## src/rtl/shift_unit_pkg.sv

```systemverilog
// Shared opcodes, FSM encoding and opcode legality for the multi-cycle shifter.
// SHIFT_UNIT_ROTATE_EN enables the ROR/ROL opcodes; without it they pass the operand through.
package shift_unit_pkg;

  localparam logic [2:0] OP_SRL = 3'b000;
  localparam logic [2:0] OP_SLL = 3'b001;
  localparam logic [2:0] OP_SRA = 3'b010;
  localparam logic [2:0] OP_ROR = 3'b011;
  localparam logic [2:0] OP_ROL = 3'b100;

  typedef enum logic [1:0] {
    ST_IDLE  = 2'd0,
    ST_SHIFT = 2'd1,
    ST_DONE  = 2'd2
  } state_t;

  function automatic logic op_legal(input logic [2:0] fun);
`ifdef SHIFT_UNIT_ROTATE_EN
    return (fun <= OP_ROL);
`else
    return (fun <= OP_SRA);
`endif
  endfunction

endpackage

```

## src/rtl/shift_unit_seq_step.sv

```systemverilog
// Combinational single-step shifter: moves data by amt (<= STEP) positions.
// Rotate modes exist only when SHIFT_UNIT_ROTATE_EN is defined.
module shift_step
  import shift_unit_pkg::*;
#(
  parameter int WIDTH = 16,
  parameter int STEP  = 4,
  parameter int AW    = $clog2(STEP + 1)
) (
  input  logic [WIDTH-1:0] data,
  input  logic [2:0]       op,
  input  logic [AW-1:0]    amt,
  output logic [WIDTH-1:0] result,
  output logic             carry
);

  // Unrolled one bit per stage so the carry naturally ends up as the last bit out.
  always_comb begin
    result = data;
    carry  = 1'b0;
    for (int i = 0; i < STEP; i++) begin
      if (i < int'(amt)) begin
        case (op)
          OP_SRL: begin
            carry  = result[0];
            result = {1'b0, result[WIDTH-1:1]};
          end
          OP_SLL: begin
            carry  = result[WIDTH-1];
            result = {result[WIDTH-2:0], 1'b0};
          end
          OP_SRA: begin
            carry  = result[0];
            result = {result[WIDTH-1], result[WIDTH-1:1]};
          end
`ifdef SHIFT_UNIT_ROTATE_EN
          OP_ROR: begin
            carry  = result[0];
            result = {result[0], result[WIDTH-1:1]};
          end
          OP_ROL: begin
            carry  = result[WIDTH-1];
            result = {result[WIDTH-2:0], result[WIDTH-1]};
          end
`endif
          default: begin
            carry  = carry;
            result = result;
          end
        endcase
      end
    end
  end

endmodule

```

## src/rtl/shift_unit_seq.sv

```systemverilog
// Multi-cycle shift/rotate unit with start/busy/done handshake, up to STEP bits per cycle.
// Rotate opcodes are built only with SHIFT_UNIT_ROTATE_EN defined.
//
// state    | meaning
// ST_IDLE  | waiting for Shift_Enable, result held
// ST_SHIFT | applying min(STEP, remaining) positions per cycle
// ST_DONE  | one-cycle done pulse, result valid
module shift_unit_seq
  import shift_unit_pkg::*;
#(
  parameter int WIDTH = 16,
  parameter int STEP  = 4
) (
  input  logic                     CLK,
  input  logic                     RST,
  input  logic [WIDTH-1:0]         A,
  input  logic [WIDTH-1:0]         B,
  input  logic                     SRC_SEL,
  input  logic [2:0]               ALU_FUN,
  input  logic [$clog2(WIDTH)-1:0] SHAMT,
  input  logic                     Shift_Enable,
  output logic [WIDTH-1:0]         Shift_OUT,
  output logic                     Shift_Flag,
  output logic                     Shift_Busy,
  output logic                     Shift_Carry
);

  localparam int SW = $clog2(WIDTH);
  localparam int AW = $clog2(STEP + 1);

  state_t           state, state_next;
  logic [WIDTH-1:0] work;
  logic [2:0]       op;
  logic [SW-1:0]    rem;
  logic [SW-1:0]    k_rem;
  logic [AW-1:0]    step_amt;
  logic [WIDTH-1:0] step_out;
  logic             step_carry;
  logic             carry_q, flag_q, busy_q;

  shift_step #(.WIDTH(WIDTH), .STEP(STEP), .AW(AW)) u_step (
    .data   (work),
    .op     (op),
    .amt    (step_amt),
    .result (step_out),
    .carry  (step_carry)
  );

  // remaining < WIDTH, so k_rem only takes the STEP value when STEP itself fits
  always_comb begin
    k_rem = rem;
    if (int'(rem) > STEP) k_rem = SW'(STEP);
    step_amt = AW'(k_rem);
  end

  always_comb begin
    state_next = state;
    case (state)
      ST_IDLE: begin
        if (Shift_Enable)
          state_next = (SHAMT != '0 && op_legal(ALU_FUN)) ? ST_SHIFT : ST_DONE;
      end
      ST_SHIFT: begin
        if (rem == k_rem) state_next = ST_DONE;
      end
      ST_DONE:  state_next = ST_IDLE;
      default:  state_next = ST_IDLE;
    endcase
  end

  always_ff @(posedge CLK or negedge RST) begin
    if (!RST) begin
      state   <= ST_IDLE;
      work    <= '0;
      op      <= OP_SRL;
      rem     <= '0;
      carry_q <= 1'b0;
      flag_q  <= 1'b0;
      busy_q  <= 1'b0;
    end else begin
      state  <= state_next;
      flag_q <= (state_next == ST_DONE);
      busy_q <= (state_next != ST_IDLE);
      case (state)
        ST_IDLE: begin
          if (Shift_Enable) begin
            work    <= SRC_SEL ? B : A;
            op      <= ALU_FUN;
            rem     <= SHAMT;
            carry_q <= 1'b0;
          end
        end
        ST_SHIFT: begin
          work    <= step_out;
          carry_q <= step_carry;
          rem     <= rem - k_rem;
        end
        default: ;
      endcase
    end
  end

  assign Shift_OUT   = work;
  assign Shift_Flag  = flag_q;
  assign Shift_Busy  = busy_q;
  assign Shift_Carry = carry_q;

endmodule

```

## config.mk

```make
export PLATFORM = sky130hd
export DESIGN_NAME = shift_unit_seq
export DESIGN_NICKNAME = d
export VERILOG_FILES = /design/src/rtl/shift_unit_pkg.sv /design/src/rtl/shift_unit_seq_step.sv /design/src/rtl/shift_unit_seq.sv
export SDC_FILE = /design/constraint.sdc
export NUM_CORES = 1
export LEC_CHECK = 0
export BUFFER_PORTS_ARGS = -buffer_cell sky130_fd_sc_hd__buf_2
export CAP_MARGIN = 20
export CORE_AREA = 5 5 62 119
export DETAILED_ROUTE_END_ITERATION = 8
export DIE_AREA = 0 0 67 124
export GPL_TIMING_DRIVEN = 0
export PLACE_DENSITY = 0.86
export SYNTH_ARGS = -nofsm -noshare
export SYNTH_HDL_FRONTEND = slang
export SYNTH_HIERARCHICAL = 1
export SYNTH_SLANG_ARGS = --single-unit
```

## constraint.sdc

```tcl
create_clock -name CLK -period 3 [get_ports CLK]
set_input_delay 0.3 -clock CLK [delete_from_list [all_inputs] [get_ports CLK]]
set_output_delay 0.3 -clock CLK [all_outputs]
set_load 0.005 [all_outputs]
```

# [Word level (Yosys, flattened, before mapping)]
# Index checks and enable logic that the tools add are counted.
[word_totals] ff_bits=28 inputBits=43 out_inout_bits=19
[op_classes] n_addsub=1 n_lt_le_gt_ge=6 n_eq_ne=6 muxes=28 n_reduce_logical=9
[ops] op="$pmux W16 S3" n=4
[ops] op="$mux W16" n=6
[ops] op="$pmux W16 S2" n=1
[ops] op="$pmux W1 S2" n=5
[ops] op="$mux W4" n=2
[ops] op="$pmux W4 S2" n=1
[ops] op="$lt A1 B3 Y1 const A" n=2
[ops] op="$lt A2 B3 Y1 const A" n=2
[ops] op="$mux W2" n=3
[ops] op="$mux W1" n=5
[ops] op="$eq A4 B4 Y1" n=1
[ops] op="$gt A4 B3 Y1 const B" n=1
[ops] op="$pmux W2 S2" n=1
[ops] op="$reduce_and A2 Y1" n=2
[ops] op="$reduce_bool A2 Y1" n=2
[ops] op="$reduce_bool A4 Y1" n=1
[ops] op="$sub A4 B4 Y4" n=1
[ops] op="$eq A3 B1 Y1 const B" n=1
[ops] op="$eq A3 B2 Y1 const B" n=1
[ops] op="$le A3 B2 Y1 const B" n=1
[ops] op="$logic_not A3 Y1" n=1
[ops] op="$eq A2 B1 Y1 const B" n=1
[ops] op="$eq A2 B2 Y1 const B" n=1
[ops] op="$logic_not A2 Y1" n=1
[ops] op="other kinds (3)" n=3

# [Longest topological paths before layout]
[logic_depth] word_depth=11 mapped_depth=13

# [By module]
# The synthesis kept the hierarchy.
[by_module_without_submodules] module="shift_step" n_inst=1 cells_per_inst=257 area_each_um2=1715.4 seq_area_each_um2=0.0
[by_module_without_submodules] module="shift_unit_seq" n_inst=1 cells_per_inst=160 area_each_um2=1666.6 seq_area_each_um2=700.7

# [Worst setup path after synthesis]
# OpenSTA, ideal clock, no wires.
[synth_timing] path_kind="reg2reg" startpoint="register rem[2]" endpoint="register carry_q, in the netlist Shift_Carry" setup_time_ns=0.121 t_arrival_ns=2.460 slack_ns=0.419 stages_incl_launch_ff=11 synth_period_minus_slack_ns=2.581 path_cell_list="dfrtp_1 -> or2_2 -> buf_2 -> nor3_4 -> buf_4 -> mux2_2 -> a222oi_1 -> a211oi_1 -> a21oi_1 -> o211ai_1 -> a22o_2"
[synth_via] elab_chain_cells=11
[synth_rtl] element="start: declaration" line_no="shift_unit_seq.sv:34" text="logic [SW-1:0] rem;"
[synth_rtl] element="start signal: assignment" line_no="shift_unit_seq.sv:96" text="rem <= rem - k_rem;"
[synth_rtl] element="$gt A4 B3 Y1" line_no="shift_unit_seq.sv:52" text="if (int'(rem) > STEP) k_rem = SW'(STEP);"
[synth_rtl] element="$mux W4 *" line_no="shift_unit_seq.sv:52"
[synth_rtl] element="via k_rem[2]" line_no="shift_unit_seq.sv:35" text="logic [SW-1:0] k_rem;"
[synth_rtl] element="$lt A1 B3 Y1" line_no="shift_unit_seq_step.sv:22" text="if (i < int'(amt)) begin"
[synth_rtl] element="$mux W16 or $mux W1 (tied branches)" line_no="shift_unit_seq_step.sv:22"
[synth_rtl] element="$pmux W16 S3 or $pmux W1 S2 (tied branches)" line_no="shift_unit_seq_step.sv:23" text="case (op)"
[synth_rtl] element="$mux W16 or $mux W1 (tied branches)" line_no="shift_unit_seq_step.sv:22"
[synth_rtl] element="$pmux W16 S3 or $pmux W1 S2 (tied branches)" line_no="shift_unit_seq_step.sv:23"
[synth_rtl] element="$mux W16 or $mux W1 (tied branches)" line_no="shift_unit_seq_step.sv:22"
[synth_rtl] element="$pmux W1 S2" line_no="shift_unit_seq_step.sv:23"
[synth_rtl] element="$mux W1 *" line_no="shift_unit_seq_step.sv:22"
[synth_rtl] element="via step_carry" line_no="shift_unit_seq.sv:38" text="logic step_carry;"
[synth_rtl] element="$pmux W1 S2 *" line_no="shift_unit_seq.sv:84" text="case (state)"
[synth_rtl] element="end signal: assignment" line_no="shift_unit_seq.sv:95" text="carry_q <= step_carry;"
[synth_rtl] element="end: declaration" line_no="shift_unit_seq.sv:39" text="logic carry_q, flag_q, busy_q;"
# Mark *: on every way through the listed nets, which the timed path passes. The rest lies on a longest branch.
# A chain may end at the register's enable or synchronous reset.

# [Worst setup path after layout]
[layout_timing] startpoint="register rem[3]" endpoint="register work[12], in the netlist Shift_OUT[12]"
[layout_via] elab_chain_cells=11
[layout_rtl] element="$gt A4 B3 Y1 *" line_no="shift_unit_seq.sv:52"
[layout_rtl] element="$mux W4 *" line_no="shift_unit_seq.sv:52"
[layout_rtl] element="via k_rem[2]" line_no="shift_unit_seq.sv:35"
[layout_rtl] element="$lt A1 B3 Y1" line_no="shift_unit_seq_step.sv:22"
[layout_rtl] element="$mux W16" line_no="shift_unit_seq_step.sv:22"
[layout_rtl] element="$pmux W16 S3" line_no="shift_unit_seq_step.sv:23"
[layout_rtl] element="$mux W16" line_no="shift_unit_seq_step.sv:22"
[layout_rtl] element="$pmux W16 S3" line_no="shift_unit_seq_step.sv:23"
[layout_rtl] element="$mux W16" line_no="shift_unit_seq_step.sv:22"
[layout_rtl] element="$pmux W16 S3" line_no="shift_unit_seq_step.sv:23"
[layout_rtl] element="$mux W16 *" line_no="shift_unit_seq_step.sv:22"
[layout_rtl] element="via step_out[12]" line_no="shift_unit_seq.sv:37" text="logic [WIDTH-1:0] step_out;"
[layout_rtl] element="$pmux W16 S2 *" line_no="shift_unit_seq.sv:84"
[layout_rtl] element="end signal: assignment" line_no="shift_unit_seq.sv:87" text="work <= SRC_SEL ? B : A;"
[layout_rtl] element="end signal: assignment" line_no="shift_unit_seq.sv:94" text="work <= step_out;"
[layout_rtl] element="end: declaration" line_no="shift_unit_seq.sv:32" text="logic [WIDTH-1:0] work;"
# Marks and branches as above.

==> qor.csv <==
stage,metric,value,unit
final_layout,"leading cell type in the layout, fill and taps excluded",buf_2,
synth,Synth Instances,417,
setup_path,Required @ worst endpoint,3.18,ns
synth,Synth Area per Inst,8.11,µm²
clock_network,CTS tree,done,
synth,Most used DFF post-synth,dfrtp_1,
detailed_routing,Post-route DRC,0,
detailed_routing,Detailed Route WL,11900,µm
placed_design,# port buffers,61,
global_routing,initial antenna violation count,0,
final_layout,Multi-input gate area,2370,µm²
detailed_routing,DR pass1 iterations,5,
timing,Rel. slew slack,38.9,%
clock_network,CTS Buffer Depth,2,
clock_network,cts bufs inserted,3,
detailed_routing,Iter 0 DRT Violations,240,
floorplan,chip height,124,µm
clock_network,hold_buf cts,0,
detailed_routing,routed vias/inst,6.59,
placed_design,HPWL after DPL,9540,µm
floorplan,Row Count,41,
detailed_routing,Via Count,3761,
timing,Post-Route Skew,0.00325,ns
setup_path,r2r worst-path depth,10,
detailed_routing,antenna-violating nets left,0,
setup_path,Critical Path Sink,Shift_OUT[12],
setup_path,startpoint types,register,
timing,Fin. Hold Viols,0,
synth,YS warnings,6,
final_layout,# diodes,0,
final_layout,"commonest cells after routing, fill and taps aside","66 x buf_2, 33 x nand2_1, 30 x nor2_1",
setup_path,Setup crit start,rem[3],
power_and_ir_drop,combinational power share,77.7,%
timing,"Setup violations, final",0,
floorplan,num ports,62,
power_and_ir_drop,total power,0.00522,W
floorplan,core region area,6310,µm²
clock_network,clock latency on the worst-skew pair,0.27,ns
global_routing,gr usage total,29.4,%
synth,"Seq/Total Area, Yosys",20.7,%
global_routing,vias in the first global route,3749,
global_routing,global-route wire length before repair,18500,µm
hold_path,Hold Crit Class,primary input to async pin,
power_and_ir_drop,leakage,1.59,nW
final_layout,sequential cell area,702,µm²
timing,max-slew violations,0,
global_routing,largest net degree at the start of global routing,29,
power_and_ir_drop,power share of the sequential group,15.9,%
timing,RSZ-0062 raised after global routing,true,
final_layout,Layout fillers,571,
timing,minimum clock period after layout,2.92,ns
run_status,outcome,"finished, final reports clean",
clock_network,clk sink count,28,
clock_network,CTS root buffer,clkbuf_16,
synth,"EDFF count, synth",0,
clock_network,clk slew on worst S/H paths,0.07,ns
setup_path,reg2reg start,rem[3],
final_layout,layout cells sized above 1,32.4,%
final_layout,nets@finish,530,
setup_path,CP arrival,3.10,ns
setup_path,crit-path max FO,10,
power_and_ir_drop,clock share of power,6.4,%
floorplan,Die ar.,8310,µm²
power_and_ir_drop,Sw Pwr,0.00285,W
detailed_routing,Routed WL per cell,20.9,µm
clock_network,H-tree depth,1,
setup_path,Worst Setup End Kind,register,
synth,Post-Synthesis Cell Area,3380,µm²
placed_design,RePlAce Congestion,1.01,
synth,synthesized flop and latch total,28,
synth,fraction of registers with async set/reset,100,%
synth,Synth Net Count,461,
synth,"Distinct cells, synth",74,
global_routing,GRT overflow,0,
final_layout,Layout area overhead,16.5,%
timing,setup_tns,0,ns
power_and_ir_drop,Pint,0.00237,W
timing,Worst-Margin Slew,0.907,ns
timing,fin crit share,97.2,%
power_and_ir_drop,VDD IR-drop max,0.864,mV
flow_run,Max Cap Viol,0,
setup_path,worst r2r dst,Shift_OUT[12],
power_and_ir_drop,sw frac,54.6,%
setup_path,R2R Setup Slk,0.08,ns
timing,FMAX,0.343,GHz
power_and_ir_drop,pwr/cell area,1330,nW/µm²
setup_path,crit path kind,register to register,
floorplan,die outline width,67,µm
floorplan,starting density of the core,53.6,%
[worst min-delay path by stage]
stage	slack, ns	cells past startpoint	endpoint
5_1_grt	0.09	1	Shift_OUT[7]
6_report	0.05	1	Shift_OUT[4]
4_1_cts	0.06	1	Shift_OUT[7]
2_1_floorplan	0.004	0	Shift_Busy
3_5_place_dp	0.35	1	Shift_OUT[7]
3_3_place_gp	0.35	1	Shift_OUT[7]
[cell type report]
cell class,count,area share [%]
buffer,34,8.13
tap,86,2.73
inverter,7,0.667
clock buffer,4,2.25
timing repair buffer,64,8.32
multi-input combinational,348,60.1
sequential,28,17.8
[state kept, by name (all words and copies together), names as in the netlist]
register	count
Shift_Carry	1
Shift_Busy	1
state	2
Shift_OUT	16
Shift_Flag	1
rem	4
op	3
[cells in the mapped netlist, drive strengths merged, types with 2 or more instances]
master,instances,share of area (%)
nor3b,2,0.78
nor3,9,1.7
dfrtp,28,21
or2,4,0.74
o211ai,13,2.9
o2bb2ai,4,1.0
a21oi,17,2.8
mux2i,3,0.89
o21a,2,0.44
a22o,3,0.81
inv,7,0.78
a211oi,32,8.1
a2bb2oi,2,0.52
nor2,35,4.3
nor2b,11,2.1
nor4,2,0.37
nand2,34,3.8
and2b,8,1.8
o31ai,21,5.8
and2,2,0.37
nand4,6,1.1
buf,24,6.7
a221oi,3,0.78
nand3b,12,2.7
a21boi,10,2.8
o21ai,33,5.0
o22ai,6,1.1
mux2,6,2.0
nand3,23,3.4
a21o,3,0.70
a22oi,8,2.2
nand2b,13,2.4
clkbuf,10,2.6
o311ai,4,1.0
[power by group through the flow]
stage	Clock (W)	Combinational, W	Sequential [W]
6_report	0.000336	0.00406	0.000830
5_1_grt	0.000352	0.00432	0.000861
4_1_cts	0.000339	0.00385	0.000820
3_5_place_dp	0	0.00381	0.000826
3_3_place_gp	0	0.00375	0.000818
2_1_floorplan	0	0.00284	0.000758
[critical path: stages, from the launching register on]
cell and delay (ns):
dfrtp_1 0.43, or2_2 0.38, nor2_4 0.22, nor2_1 0.08
buf_4 0.19, nor2_1 0.31, clkbuf_2 0.32, a221oi_1 0.11
o311ai_0 0.51, nor2_1 0.12, o31ai_2 0.18
[per-stage QoR]
stage	setup slack, ns	area, µm²	hold WS [ns]	std cells	util [%]
final	0.0849	3940	0.0462	571	62.4
after floorplan	0.419	3380	0.00441	417	-
after global routing	-0.0796	3940	0.0898	571	62.4
after global placement	-0.161	3790	0.346	564	60.1
after CTS	0.00547	3890	0.0617	568	61.6
after detailed placement	-0.231	3790	0.350	564	60.1
[repair_timing]
action | CTS | global route
endpoints found under the setup margin | 15 | 16
pin swaps | 0 | 1
cloned | 0 | 0
setup buffers | 0 | 3
gates resized for setup | 4 | 9
[routing by layer]
| layer | global-route usage, % | wire [µm] | vias to the layer above |
|---|---|---|---|
| li1 | - | - | 1726 |
| met1 | 28.4 | 3930 | 1768 |
| met2 | 54.0 | 6380 | 197 |
| met3 | 3.43 | 707 | 70 |
| met4 | 22.6 | 913 | 0 |
| met5 | 0 | 0 | - |
[kinds of logic (layout without fill, tap and decap cells)]
group	Yosys count	after routing	synth area share, %
AOI/OAI and AO/OA	170	170	39.0
adders and majority gates	1	1	0.370
buffers and inverters	41	109	10.0
DFF	28	28	20.7
muxes	9	9	2.89
other	1	1	0.111
and+or+nand+nor	167	167	26.9
Note: power is estimated with default switching activity, not from simulation.
